### src/rtl/pwm_capture_if.sv
// Slave-bus bundle for the PWM capture unit: address/data/strobes plus registered read data.
interface pwm_capture_if;
    logic [7:0]  address_i;
    logic [31:0] writedata_i;
    logic        write_i;
    logic [31:0] readdata_o;
    logic        read_i;
    logic        chipselect_i;

    modport master (
        output address_i, writedata_i, write_i, read_i, chipselect_i,
        input  readdata_o
    );

    modport slave (
        input  address_i, writedata_i, write_i, read_i, chipselect_i,
        output readdata_o
    );
endinterface

### src/rtl/pwm_capture.sv
// PWM input-capture unit: measures high time and period of pwm_i in prescaled ticks.
// Optional glitch filter on the synchronized input is enabled by defining PWM_CAP_FILTER_EN.
module pwm_capture #(
    parameter int unsigned SYNC_STAGES = 2,
    parameter int unsigned FILTER_LEN  = 4
) (
    input  logic         clk_i,
    input  logic         rst_i,
    pwm_capture_if.slave bus,
    input  logic         pwm_i,
    output logic         irq_o
);
    localparam logic [1:0] S_IDLE = 2'd0;
    localparam logic [1:0] S_ARM  = 2'd1;
    localparam logic [1:0] S_HIGH = 2'd2;
    localparam logic [1:0] S_LOW  = 2'd3;

    localparam logic [7:0] A_CONTROL  = 8'h00;
    localparam logic [7:0] A_PRESCALE = 8'h04;
    localparam logic [7:0] A_HIGH     = 8'h08;
    localparam logic [7:0] A_PERIOD   = 8'h0C;
    localparam logic [7:0] A_STATUS   = 8'h10;

    logic [SYNC_STAGES-1:0] sync_q;
    logic        prev_q;
    logic        inv_lvl, lvl, rise, fall;
    logic [3:0]  ctrl_q, ctrl_d;
    logic [15:0] prescale_q, prescale_d;
    logic [15:0] div_q, div_d;
    logic [15:0] per_cnt_q, per_cnt_d;
    logic [15:0] hi_lat_q, hi_lat_d;
    logic [15:0] high_q, high_d;
    logic [15:0] period_q, period_d;
    logic        valid_q, valid_d;
    logic        ovf_q, ovf_d;
    logic [1:0]  state_q, state_d;
    logic [31:0] readdata_q, rdata;
    logic        irq_q;
    logic        en, tick, wr, rd, set_valid, set_ovf, clr_en;
    logic        unused_ok;

    assign wr = bus.chipselect_i & bus.write_i;
    assign rd = bus.chipselect_i & bus.read_i;
    assign en = ctrl_q[0];

    always_ff @(posedge clk_i) begin
        if (rst_i) begin
            sync_q <= '0;
        end else begin
            sync_q <= {sync_q[SYNC_STAGES-2:0], pwm_i};
        end
    end

    assign inv_lvl = sync_q[SYNC_STAGES-1] ^ ctrl_q[1];

`ifdef PWM_CAP_FILTER_EN
    localparam int unsigned FW = (FILTER_LEN > 1) ? $clog2(FILTER_LEN) : 1;
    logic [FW-1:0] filt_cnt_q;
    logic          filt_q;

    // A new level is accepted only once it has been seen FILTER_LEN cycles in a row.
    always_ff @(posedge clk_i) begin
        if (rst_i) begin
            filt_cnt_q <= '0;
            filt_q     <= 1'b0;
        end else if (inv_lvl == filt_q) begin
            filt_cnt_q <= '0;
        end else if (filt_cnt_q == FW'(FILTER_LEN - 1)) begin
            filt_cnt_q <= '0;
            filt_q     <= inv_lvl;
        end else begin
            filt_cnt_q <= filt_cnt_q + 1'b1;
        end
    end

    assign lvl       = filt_q;
    assign unused_ok = ^bus.writedata_i[31:16];
`else
    assign lvl       = inv_lvl;
    assign unused_ok = ^{bus.writedata_i[31:16], (FILTER_LEN == 0)};
`endif

    assign rise = lvl & ~prev_q;
    assign fall = ~lvl & prev_q;
    assign tick = en & (div_q == prescale_q);

    always_comb begin
        ctrl_d     = ctrl_q;
        prescale_d = prescale_q;
        state_d    = state_q;
        per_cnt_d  = per_cnt_q;
        hi_lat_d   = hi_lat_q;
        high_d     = high_q;
        period_d   = period_q;
        valid_d    = valid_q;
        ovf_d      = ovf_q;
        set_valid  = 1'b0;
        set_ovf    = 1'b0;
        clr_en     = 1'b0;
        div_d      = (!en || div_q == prescale_q) ? '0 : div_q + 16'd1;

        case (state_q)
            S_IDLE: if (en) state_d = S_ARM;
            S_ARM: begin
                if (rise) begin
                    state_d   = S_HIGH;
                    per_cnt_d = {15'd0, tick};
                end
            end
            S_HIGH: begin
                if (tick && per_cnt_q == 16'hFFFF) begin
                    set_ovf   = 1'b1;
                    per_cnt_d = '0;
                    state_d   = S_ARM;
                end else begin
                    per_cnt_d = per_cnt_q + {15'd0, tick};
                    if (fall) begin
                        hi_lat_d = per_cnt_q;
                        state_d  = S_LOW;
                    end
                end
            end
            default: begin
                if (tick && per_cnt_q == 16'hFFFF) begin
                    set_ovf   = 1'b1;
                    per_cnt_d = '0;
                    state_d   = S_ARM;
                end else if (rise) begin
                    high_d    = hi_lat_q;
                    period_d  = per_cnt_q;
                    set_valid = 1'b1;
                    if (ctrl_q[3]) begin
                        per_cnt_d = {15'd0, tick};
                        state_d   = S_HIGH;
                    end else begin
                        clr_en    = 1'b1;
                        per_cnt_d = '0;
                        state_d   = S_IDLE;
                    end
                end else begin
                    per_cnt_d = per_cnt_q + {15'd0, tick};
                end
            end
        endcase

        if (!en) begin
            state_d   = S_IDLE;
            per_cnt_d = '0;
            hi_lat_d  = '0;
        end

        // Ordering below gives CPU writes priority over the one-shot clear,
        // and hardware status sets priority over W1C.
        if (clr_en) ctrl_d[0] = 1'b0;
        if (wr && bus.address_i == A_CONTROL)  ctrl_d     = bus.writedata_i[3:0];
        if (wr && bus.address_i == A_PRESCALE) prescale_d = bus.writedata_i[15:0];
        if (wr && bus.address_i == A_STATUS) begin
            if (bus.writedata_i[0]) valid_d = 1'b0;
            if (bus.writedata_i[1]) ovf_d   = 1'b0;
        end
        if (set_valid) valid_d = 1'b1;
        if (set_ovf)   ovf_d   = 1'b1;
    end

    always_comb begin
        rdata = '0;
        case (bus.address_i)
            A_CONTROL:  rdata[3:0]  = ctrl_q;
            A_PRESCALE: rdata[15:0] = prescale_q;
            A_HIGH:     rdata[15:0] = high_q;
            A_PERIOD:   rdata[15:0] = period_q;
            A_STATUS:   rdata[2:0]  = {state_q != S_IDLE, ovf_q, valid_q};
            default:    rdata       = '0;
        endcase
    end

    always_ff @(posedge clk_i) begin
        if (rst_i) begin
            prev_q     <= 1'b0;
            ctrl_q     <= '0;
            prescale_q <= '0;
            div_q      <= '0;
            per_cnt_q  <= '0;
            hi_lat_q   <= '0;
            high_q     <= '0;
            period_q   <= '0;
            valid_q    <= 1'b0;
            ovf_q      <= 1'b0;
            state_q    <= S_IDLE;
            readdata_q <= '0;
            irq_q      <= 1'b0;
        end else begin
            prev_q     <= lvl;
            ctrl_q     <= ctrl_d;
            prescale_q <= prescale_d;
            div_q      <= div_d;
            per_cnt_q  <= per_cnt_d;
            hi_lat_q   <= hi_lat_d;
            high_q     <= high_d;
            period_q   <= period_d;
            valid_q    <= valid_d;
            ovf_q      <= ovf_d;
            state_q    <= state_d;
            if (rd) readdata_q <= rdata;
            irq_q      <= ctrl_q[2] & (valid_q | ovf_q);
        end
    end

    assign bus.readdata_o = readdata_q;
    assign irq_o          = irq_q;
endmodule
### src/flat_wrapper.sv
// flat-port wrapper written by rule: the top's interface ports become plain ports
module pwm_capture_flat 
#(
    parameter int unsigned SYNC_STAGES = 2,
    parameter int unsigned FILTER_LEN  = 4
)
  (clk_i, rst_i, pwm_i, irq_o, bus_address_i, bus_writedata_i, bus_write_i, bus_read_i, bus_chipselect_i, bus_readdata_o);
  pwm_capture_if bus_i ();
  input  logic clk_i;
  input  logic rst_i;
  input  logic pwm_i;
  output logic irq_o;
  input wire logic [$bits(bus_i.address_i)-1:0] bus_address_i;
  input wire logic [$bits(bus_i.writedata_i)-1:0] bus_writedata_i;
  input wire logic [$bits(bus_i.write_i)-1:0] bus_write_i;
  input wire logic [$bits(bus_i.read_i)-1:0] bus_read_i;
  input wire logic [$bits(bus_i.chipselect_i)-1:0] bus_chipselect_i;
  output wire logic [$bits(bus_i.readdata_o)-1:0] bus_readdata_o;
  assign bus_i.address_i = bus_address_i;
  assign bus_i.writedata_i = bus_writedata_i;
  assign bus_i.write_i = bus_write_i;
  assign bus_i.read_i = bus_read_i;
  assign bus_i.chipselect_i = bus_chipselect_i;
  assign bus_readdata_o = bus_i.readdata_o;
  pwm_capture #(.SYNC_STAGES(SYNC_STAGES), .FILTER_LEN(FILTER_LEN)) u_core (.clk_i(clk_i), .rst_i(rst_i), .bus(bus_i), .pwm_i(pwm_i), .irq_o(irq_o));
endmodule
### config.mk
export PLATFORM = sky130hd
export DESIGN_NAME = pwm_capture_flat
export DESIGN_NICKNAME = d
export VERILOG_FILES = /design/src/rtl/pwm_capture_if.sv /design/src/rtl/pwm_capture.sv /design/src/flat_wrapper.sv
export SDC_FILE = /design/constraint.sdc
export NUM_CORES = 1
export LEC_CHECK = 0
export BUFFER_PORTS_ARGS = -buffer_cell sky130_fd_sc_hd__buf_2
export CELL_PAD_IN_SITES_DETAIL_PLACEMENT = 2
export CELL_PAD_IN_SITES_GLOBAL_PLACEMENT = 2
export CORE_MARGIN = 3
export CORE_UTILIZATION = 32
export CTS_CLUSTER_DIAMETER = 40
export CTS_CLUSTER_SIZE = 30
export DETAILED_ROUTE_END_ITERATION = 10
export HOLD_SLACK_MARGIN = 0.03
export PLACE_DENSITY_LB_ADDON = 0.1
export SYNTH_ARGS = -nofsm -noshare
export SYNTH_HDL_FRONTEND = slang
export SYNTH_SLANG_ARGS = --single-unit
### constraint.sdc
create_clock -name clk_i -period 2.5 [get_ports clk_i]
set_input_delay 0.75 -clock clk_i [delete_from_list [all_inputs] [get_ports clk_i]]
set_output_delay 0.75 -clock clk_i [all_outputs]
set_load 0.03 [all_outputs]
==> results of run 1 <==
==> flip-flops by register name, indices dropped and copies added (netlist names), 2 cells and up <==
name	count
u_core.ctrl_q	4
u_core.high_q	16
u_core.hi_lat_q	16
u_core.per_cnt_q	16
u_core.sync_q	2
u_core.bus.readdata_o	16
u_core.state_q	2
u_core.div_q	16
u_core.period_q	16
u_core.prescale_q	16
==> how the worst max path moves through the flow <==
stage                                from                         to  slack (ps)
floorplan                bus_address_i[0]      u_core.prescale_q[10]         130
detailed placement       bus_address_i[0]   u_core.bus.readdata_o[9]        -120
global route        u_core.prescale_q[11]       u_core.per_cnt_q[15]        -100
global placement         bus_address_i[0]  u_core.bus.readdata_o[13]         -90
finish              u_core.prescale_q[11]       u_core.per_cnt_q[15]          50
CTS                  u_core.prescale_q[0]        u_core.per_cnt_q[7]          20
==> report_power, final <==
| group | internal (W) | leakage, nW | switching, W |
|---|---|---|---|
| Combinational | 0.0000424 | 1.99 | 0.000110 |
| Clock | 0.00179 | 0.312 | 0.00102 |
| Sequential | 0.00198 | 1.00 | 0.00000279 |
==> layout make-up <==
cell class / count / area, µm²
repair buffers: 107 / 721
flip-flops and latches: 124 / 2490
fillers: 1925 / 10100
well taps: 225 / 282
clock inverters: 15 / 234
multi-input cells: 433 / 3090
inverters: 12 / 45.0
clock buffers: 17 / 425
==> stage by stage <==
stage / instances / TNS (ps) / hold slack [ps] / util
2_1_floorplan: 616 / 0 / 414 / -
3_3_place_gp: 894 / -973 / 429 / 0.368
3_5_place_dp: 894 / -1380 / 450 / 0.368
4_1_cts: 928 / 0 / 454 / 0.410
5_1_grt: 933 / -291 / 473 / 0.419
6_report: 933 / 0 / 448 / 0.419
==> routing by layer <==
metal  wire [µm]  GRT usage  vias up
met3         432     0.0318       16
met1        8230      0.236     2362
met5           0          0        -
li1            -          -     2255
met2        8950      0.318       57
met4         185     0.0454        0
==> cells in the final DEF (no fill, tap or decap), types with 3 or more instances in the layout <==
| cell type | n |
|---|---|
| o21ai_0 | 11 |
| and3_1 | 7 |
| xor2_1 | 25 |
| or3_1 | 5 |
| a22oi_1 | 12 |
| ha_1 | 5 |
| a22o_1 | 12 |
| nand3_1 | 13 |
| dfxtp_1 | 118 |
| nand3_2 | 3 |
| buf_2 | 46 |
| nor3_2 | 6 |
| bufinv_16 | 5 |
| nor2_1 | 111 |
| a21oi_1 | 12 |
| inv_6 | 6 |
| nor2b_1 | 4 |
| conb_1 | 16 |
| mux2i_1 | 70 |
| mux2_2 | 13 |
| dfxtp_2 | 5 |
| inv_1 | 12 |
| xnor2_1 | 15 |
| nand2_1 | 16 |
| clkinvlp_4 | 3 |
| clkbuf_16 | 17 |
| nand4_1 | 8 |
| a2111oi_0 | 3 |
| nor4_4 | 3 |
| buf_4 | 57 |
| nor3_1 | 22 |
| a21boi_0 | 3 |
==> cell families (layout without fill, tap and decap cells) <==
| group | Yosys count | count (layout) |
|---|---|---|
| AO/OA/AOI/OAI | 67 | 67 |
| XOR/XNOR | 42 | 42 |
| adder cells (fa/ha/maj) | 7 | 7 |
| buffers and inverters | 59 | 151 |
| flip-flops | 124 | 124 |
| multiplexers | 84 | 84 |
| other | 1 | 16 |
| AND/OR/NAND/NOR | 217 | 217 |
==> repair_timing <==
| action | CTS | global route |
|---|---|---|
| buffers inserted | 2 | 5 |
| pin swaps | 5 | 12 |
| resized for setup | 11 | 23 |
| endpoints found under the hold margin | 0 | 0 |
| setup endpoints to repair | 9 | 23 |
==> flow_summary.json, run 1 <==
{
  "dieArea_um2": 19600,
  "ys_top_cells_by_area": "dfxtp_1 43%, mux2i_1 12%, nor2_1 7.3%, xor2_1 4.0%, buf_4 2.6%",
  "finClkSkew_ps": 12.6,
  "min-delay-start": "u_core.sync_q[0]",
  "timing.rr.start": "u_core.prescale_q[11]",
  "period_share": 0.980,
  "vdd_drop_max_mv": 0.488,
  "crit_family": "simple AND/OR/NAND/NOR gates",
  "cp_num_buf_inv": 2,
  "crit_type": "flop to flop",
  "holdPathEnd": "u_core.sync_q[1]",
  "finalInstanceArea_um2": 7290,
  "clk_latency_ps": 420,
  "drtAntennaViolNets": 0,
  "p_leak_nw": 3.31,
  "synthesis.area_um2": 5750,
  "drtIter0Drc": 207,
  "synth_async_sr_flop_share": 0,
  "powerDensity_nw_per_um2": 678,
  "drtPass1Iterations": 4,
  "outcome": "finished clean",
  "clock_sinks": 124,
  "synth-xor-area-share": 0.0653,
  "p_total_w": 0.00494,
  "clk_pin_slew_ps": 60,
  "critPathRequiredTime_ps": 2820,
  "critPathMaxFanout": 3,
  "grt_pass1_wl_um": 28600,
  "grt_usage": 0.183,
  "rsz0062_at_grt": "true",
  "synth.area.mux_share": 0.151,
  "htreeDepth": 4,
  "r2r_slack_ps": 50,
  "hold_path_class": "flop to flop",
  "critPathSlowestCell": "dfxtp_2",
  "die_h_um": 140,
  "ys_seq_elements": 124,
  "seq_area_frac_synth": 0.432,
  "tritoncts": "built",
  "cts_root_buffer": "clkbuf_16",
  "synth_top_area_share": 0.432,
  "synth_compound_gate_area_share": 0.0860,
  "ys_top_cells_by_count": "124 x dfxtp_1, 112 x nor2_1, 70 x mux2i_1",
  "cts_buffer_depth": 2,
  "netlist-cell-type-count": 57,
  "finalWirelength_um": 17800,
  "num_rows": 48,
  "fin_crit_ps": 2450,
  "crit_arrival_ps": 2780,
  "cp.depth": 11,
  "path_cells": "xor2_4 -> nor4_4 -> buf_4 -> and4_4 -> and2_4 -> buf_6 -> ha_4 -> nand4_1 -> nor2_1 -> xnor2_1 -> nor3_1",
  "syn_to_final_growth_pct": 26.9,
  "fmax_mhz": 408,
  "synth.avg_cell_area_um2": 9.56,
  "hold_viol_final": 0,
  "nNetsFinal": 748,
  "io_buffers": 46,
  "antenna_found_initial": 0,
  "wl_per_cell_um": 19.1,
  "die_w_um": 140,
  "overflow": 0,
  "vias_per_cell": 5.03,
  "end_kind": "flop",
  "synth_most_common_cell": "dfxtp_1",
  "setup_viol": 0,
  "synth_top_family_by_area": "simple AND/OR/NAND/NOR gates",
  "dp_hpwl_um": 12600,
  "ff2ff_path_depth": 11,
  "synthAdderAreaFrac": 0.0152,
  "grt_pass1_vias": 5082,
  "place_area_um2": 6410,
  "via_count": 4690,
  "synth_warnings": 0,
  "ioPinCount": 79,
  "ys.flop_type": "dfxtp_1",
  "synth_cells": 601,
  "core_um2": 17400,
  "max_stage_delay_ps": 350,
  "relSlewSlack": 0.497,
  "setup_slack_ps": 49.1,
  "grt_max_degree": 60,
  "drc": 0,
  "worstHoldPathCells": 1,
  "synth-simple-area-share": 0.184,
  "drv_slew": 0,
  "critPathLaunchType": "flop",
  "place_ws_ps": -116,
  "cts_hold_buf": 0,
  "synth_edf_count": 0,
  "worstMarginPinSlew_ps": 749,
  "layout-drive-gt1-share": 0.267,
  "reg2reg_to": "u_core.per_cnt_q[15]",
  "start_util": 0.330,
  "diodes": 0,
  "gp_congestion": 0.776,
  "cts_inserted_buffers": 17,
  "yosysTopAreaCell": "dfxtp_1",
  "drv_cap": 0
}
Note: power is estimated with default switching activity, not from simulation.
==> run 2, diff against run 1 <==
--- a/config.mk
+++ b/config.mk
@@ -9,7 +9,7 @@
 export CELL_PAD_IN_SITES_DETAIL_PLACEMENT = 2
 export CELL_PAD_IN_SITES_GLOBAL_PLACEMENT = 2
 export CORE_MARGIN = 3
-export CORE_UTILIZATION = 32
+export CORE_UTILIZATION = 39
 export CTS_CLUSTER_DIAMETER = 40
 export CTS_CLUSTER_SIZE = 30
 export DETAILED_ROUTE_END_ITERATION = 10
==> constraint.sdc (replaced) <==
create_clock -name clk_i -period 3.1 [get_ports clk_i]
set_input_delay 0.93 -clock clk_i [delete_from_list [all_inputs] [get_ports clk_i]]
set_output_delay 0.93 -clock clk_i [all_outputs]
set_load 0.03 [all_outputs]
==> flow_summary.json, run 2 (same netlist as run 1, synthesis figures left out) <==
{
  "outcome": "finished clean",
  "most-common-layout-cells": "124 x dfxtp_1, 112 x nor2_1, 70 x mux2i_1",
  "finalWirelength_um": 16900,
  "layout-drive-gt1-share": 0.179,
  "ioPinCount": 79,
  "drtIter0Drc": 152,
  "vdd_drop_max_mv": 0.421,
  "worstMarginPinSlew_ps": 749,
  "setup_viol": 0,
  "hold_viol_final": 0,
  "cts_hold_buf": 0,
  "critPathRequiredTime_ps": 3430,
  "clk_latency_ps": 420,
  "diodes": 0,
  "multi_input_comb_area_um2": 2940,
  "grt_max_degree": 67,
  "drtPass1Iterations": 4,
  "cts_setup_buffers": 0,
  "powerDensity_nw_per_um2": 560,
  "vias_per_cell": 5.38,
  "cts_resized": 0,
  "cts_buffer_depth": 2,
  "finClkSkew_ps": 8.76,
  "critPathLaunchType": "flop",
  "rsz0062_at_grt": "false",
  "fin_crit_ps": 2870,
  "register_area_um2": 2480,
  "switching_share": 0.228,
  "relSlewSlack": 0.501,
  "antenna_found_initial": 0,
  "clk_pin_slew_ps": 60,
  "seqPwrFrac": 0.429,
  "fmax_mhz": 349,
  "io_buffers": 46,
  "wl_per_cell_um": 20.1,
  "critPathMaxFanout": 5,
  "crit_type": "flop to flop",
  "holdWs_ps": 453,
  "htreeDepth": 4,
  "cts_inserted_buffers": 17,
  "p_leak_nw": 3.03,
  "hold_path_class": "flop to flop",
  "via_count": 4521,
  "tritoncts": "built",
  "drc": 0,
  "grt_pass1_vias": 4981,
  "drv_cap": 0,
  "place_area_um2": 6050,
  "cts_root_buffer": "clkbuf_16",
  "drv_slew": 0,
  "r2r_slack_ps": 230,
  "grt_pass1_wl_um": 27400,
  "fillCellCount": 1472,
  "dieArea_um2": 16200,
  "num_rows": 43,
  "setup-tns-final_ps": 0,
  "clock_sinks": 124,
  "layoutNonFillerInstCount": 841,
  "dp_hpwl_um": 11800,
  "end_kind": "flop",
  "overflow": 0,
  "clock_power_share": 0.540,
  "syn_to_final_growth_pct": 15.9,
  "grt_usage": 0.217,
  "die_w_um": 127,
  "crit_arrival_ps": 3200,
  "comb_power_share": 0.030,
  "finalInstanceArea_um2": 6660,
  "drtAntennaViolNets": 0,
  "p_switching_w": 0.000850,
  "layout_commonest_cell": "dfxtp_1",
  "period_share": 0.925,
  "start_util": 0.406,
  "gp_congestion": 0.796,
  "nNetsFinal": 701,
  "core_um2": 14100,
  "die_h_um": 127,
  "place_inst": 809,
  "intPower_w": 0.00288
}
## run 2: cell count changes in the layout (fill, tap and decap cells not counted), sizes merged
cell      previous run  this run
buf                107        60
clkbuf              17        20
bufinv               5         2
clkinv               1         6
inv                 18        14
clkinvlp             3         2
## run 2: worst paths after layout
check / to / from / cells after the start
max: u_core.per_cnt_q[6] / u_core.prescale_q[4] / 9
max reg2reg: u_core.per_cnt_q[6] / u_core.prescale_q[4] / 9
min: u_core.sync_q[1] / u_core.sync_q[0] / 1
min reg2reg: u_core.sync_q[1] / u_core.sync_q[0] / 1
## run 2: area by class of cell
class                      count  share of cell area
tap                          180              0.0338
timing repair buffer          60              0.0541
clock inverter                12              0.0207
multi-input combinational    433               0.442
sequential                   124               0.373
inverter                      12             0.00676
clock buffer                  20              0.0701
## run 2: metrics by stage
| stage | util | setup slack, ps | power, W |
|---|---|---|---|
| after floorplan | - | 548 | 0.00172 |
| after global placement | 0.428 | 345 | 0.00175 |
| after detailed placement | 0.428 | 312 | 0.00175 |
| after CTS | 0.471 | 257 | 0.00376 |
| after global routing | 0.471 | 21.9 | 0.00385 |
| final | 0.471 | 232 | 0.00373 |
## run 2: metal layers
metal | vias to the layer above | global-route usage | part of all wire
li1 | 2156 | - | -
met1 | 2291 | 0.265 | 0.45
met2 | 64 | 0.389 | 0.51
met3 | 10 | 0.0468 | 0.032
met4 | 0 | 0.0492 | 0.0093
met5 | - | 0 | 0
## run 2: critical path: stages, from the launching register on
cell       delay, ps
dfxtp_1          360
xor2_1           170
nor4_1           480
and4_1           380
and2_1           250
ha_1             270
nand4bb_1        250
nor3b_1          270
o211ai_1         120
a211oi_1         230
## run 2: power by group through the flow
stage / Combinational, W / Sequential (W) / Clock [W]
after global routing: 0.000123 / 0.00160 / 0.00213
after detailed placement: 0.000113 / 0.00164 / 0
after floorplan: 0.0000832 / 0.00164 / 0
after CTS: 0.000114 / 0.00160 / 0.00205
after global placement: 0.000111 / 0.00163 / 0
final: 0.000114 / 0.00160 / 0.00202
==> run 3, diff against run 2 <==
--- a/config.mk
+++ b/config.mk
@@ -13,8 +13,10 @@
 export CTS_CLUSTER_DIAMETER = 40
 export CTS_CLUSTER_SIZE = 30
 export DETAILED_ROUTE_END_ITERATION = 10
+export GPL_ROUTABILITY_DRIVEN = 1
 export HOLD_SLACK_MARGIN = 0.03
 export PLACE_DENSITY_LB_ADDON = 0.1
+export REMOVE_ABC_BUFFERS = 1
 export SYNTH_ARGS = -nofsm -noshare
 export SYNTH_HDL_FRONTEND = slang
 export SYNTH_SLANG_ARGS = --single-unit
==> flow_summary.json, run 3 (same netlist as run 1, synthesis figures left out) <==
{
  "outcome": "finished clean",
  "critPathLaunchType": "flop",
  "fillCellCount": 1533,
  "period_share": 0.929,
  "multi_input_comb_area_um2": 2940,
  "cts_resized": 0,
  "hold_viol_final": 0,
  "cts_hold_buf": 0,
  "layoutNonFillerInstCount": 839,
  "end_kind": "flop",
  "clock_power_share": 0.549,
  "powerDensity_nw_per_um2": 571,
  "seqPwrFrac": 0.421,
  "grt_max_degree": 75,
  "drv_cap": 0,
  "setup_slack_ps": 221,
  "intPower_w": 0.00298,
  "gp_congestion": 0.762,
  "tritoncts": "built",
  "setup-tns-final_ps": 0,
  "drc": 0,
  "antenna_found_initial": 0,
  "layout_commonest_cell": "dfxtp_1",
  "dieArea_um2": 16200,
  "grt_usage": 0.220,
  "p_leak_nw": 3.02,
  "vdd_drop_max_mv": 0.319,
  "place_ws_ps": 135,
  "dp_hpwl_um": 11500,
  "ff2ff_path_depth": 9,
  "cts_buffer_depth": 2,
  "die_h_um": 127,
  "cts_root_buffer": "clkbuf_16",
  "clock_sinks": 124,
  "critPathRequiredTime_ps": 3440,
  "syn_to_final_growth_pct": 15.8,
  "ioPinCount": 79,
  "register_area_um2": 2480,
  "clk_latency_ps": 420,
  "worstHoldPathCells": 1,
  "die_w_um": 127,
  "finalWirelength_um": 17000,
  "nNetsFinal": 699,
  "num_rows": 43,
  "rsz0062_at_grt": "false",
  "fmax_mhz": 347,
  "comb_power_share": 0.030,
  "crit_type": "flop to flop",
  "wl_per_cell_um": 20.2,
  "via_count": 4526,
  "cts_setup_buffers": 0,
  "p_switching_w": 0.000818,
  "io_buffers": 46,
  "htreeDepth": 4,
  "grt_pass1_vias": 5030,
  "diodes": 0,
  "switching_share": 0.215,
  "start_util": 0.406,
  "worstMarginPinSlew_ps": 1130,
  "finClkSkew_ps": 7.82,
  "final_util": 0.470,
  "place_inst": 807,
  "drtAntennaViolNets": 0,
  "hold_path_class": "flop to flop",
  "place_area_um2": 6040,
  "min-delay-start": "u_core.sync_q[0]",
  "startpoint": "u_core.prescale_q[13]",
  "drv_slew": 0,
  "crit_arrival_ps": 3220,
  "finalInstanceArea_um2": 6660,
  "setup_viol": 0,
  "core_um2": 14100,
  "clk_pin_slew_ps": 60,
  "timing.rr.start": "u_core.prescale_q[13]",
  "most-common-layout-cells": "124 x dfxtp_1, 112 x nor2_1, 70 x mux2i_1",
  "grt_pass1_wl_um": 27700,
  "drtIter0Drc": 252,
  "layout-drive-gt1-share": 0.175,
  "overflow": 0,
  "relSlewSlack": 0.243,
  "fin_crit_ps": 2880,
  "drtPass1Iterations": 4,
  "critPathMaxFanout": 5,
  "cts_inserted_buffers": 17,
  "vias_per_cell": 5.39
}
-- run 3: changes by cell type in the layout (fill, tap and decap cells not counted) --
cell / previous run / this run
clkbuf_8: 3 / 1
clkinv_2: 2 / 6
buf_4: 12 / 10
bufinv_16: 2 / 4
inv_6: 2 / 0
clkinv_4: 4 / 0
clkbuf_1: 0 / 1
clkinvlp_4: 2 / 3
-- run 3: worst paths after layout --
kind / slack [ps] / to
worst max-delay path: 220 / u_core.per_cnt_q[6]
worst min-delay path: 440 / u_core.sync_q[1]
worst max register to register: 220 / u_core.per_cnt_q[6]
worst min register to register: 440 / u_core.sync_q[1]
-- run 3: layer usage --
metal	global-route usage	wire length, µm	vias up
met3	0.0493	612	23
met5	0	0	-
met2	0.380	8650	97
met1	0.267	7330	2254
li1	-	-	2152
met4	0.0833	369	0
-- run 3: critical path, cell delays in order (launching register included) --
cell and delay (ps):
dfxtp_1 350, xor2_1 200, nor4_1 520, and4_1 360, and2_1 240, ha_1 260, nand4bb_1 260, nor3b_1 260
o211ai_1 120, a211oi_1 230
-- run 3: power groups by stage --
stage	sequential (W)	clock, W	combinational (W)
5_1_grt	0.00160	0.00221	0.000124
3_3_place_gp	0.00163	0	0.000110
6_report	0.00160	0.00209	0.000113
2_1_floorplan	0.00164	0	0.0000467
3_5_place_dp	0.00163	0	0.000112
4_1_cts	0.00160	0.00213	0.000114
-- run 3: cell type report --
class,instances,share of cell area
clock buffers,19,0.0666
clock inverters,13,0.0259
inverters,12,0.00677
multi-input cells,433,0.442
flip-flops and latches,124,0.373
well taps,180,0.0338
repair buffers,58,0.0519
-- run 3: per-stage QoR --
stage                     hold WS, ps  power [W]
after CTS                         445    0.00385
after floorplan                   414    0.00169
final                             435    0.00380
after global placement            418    0.00174
after global routing              473    0.00394
after detailed placement          432    0.00175
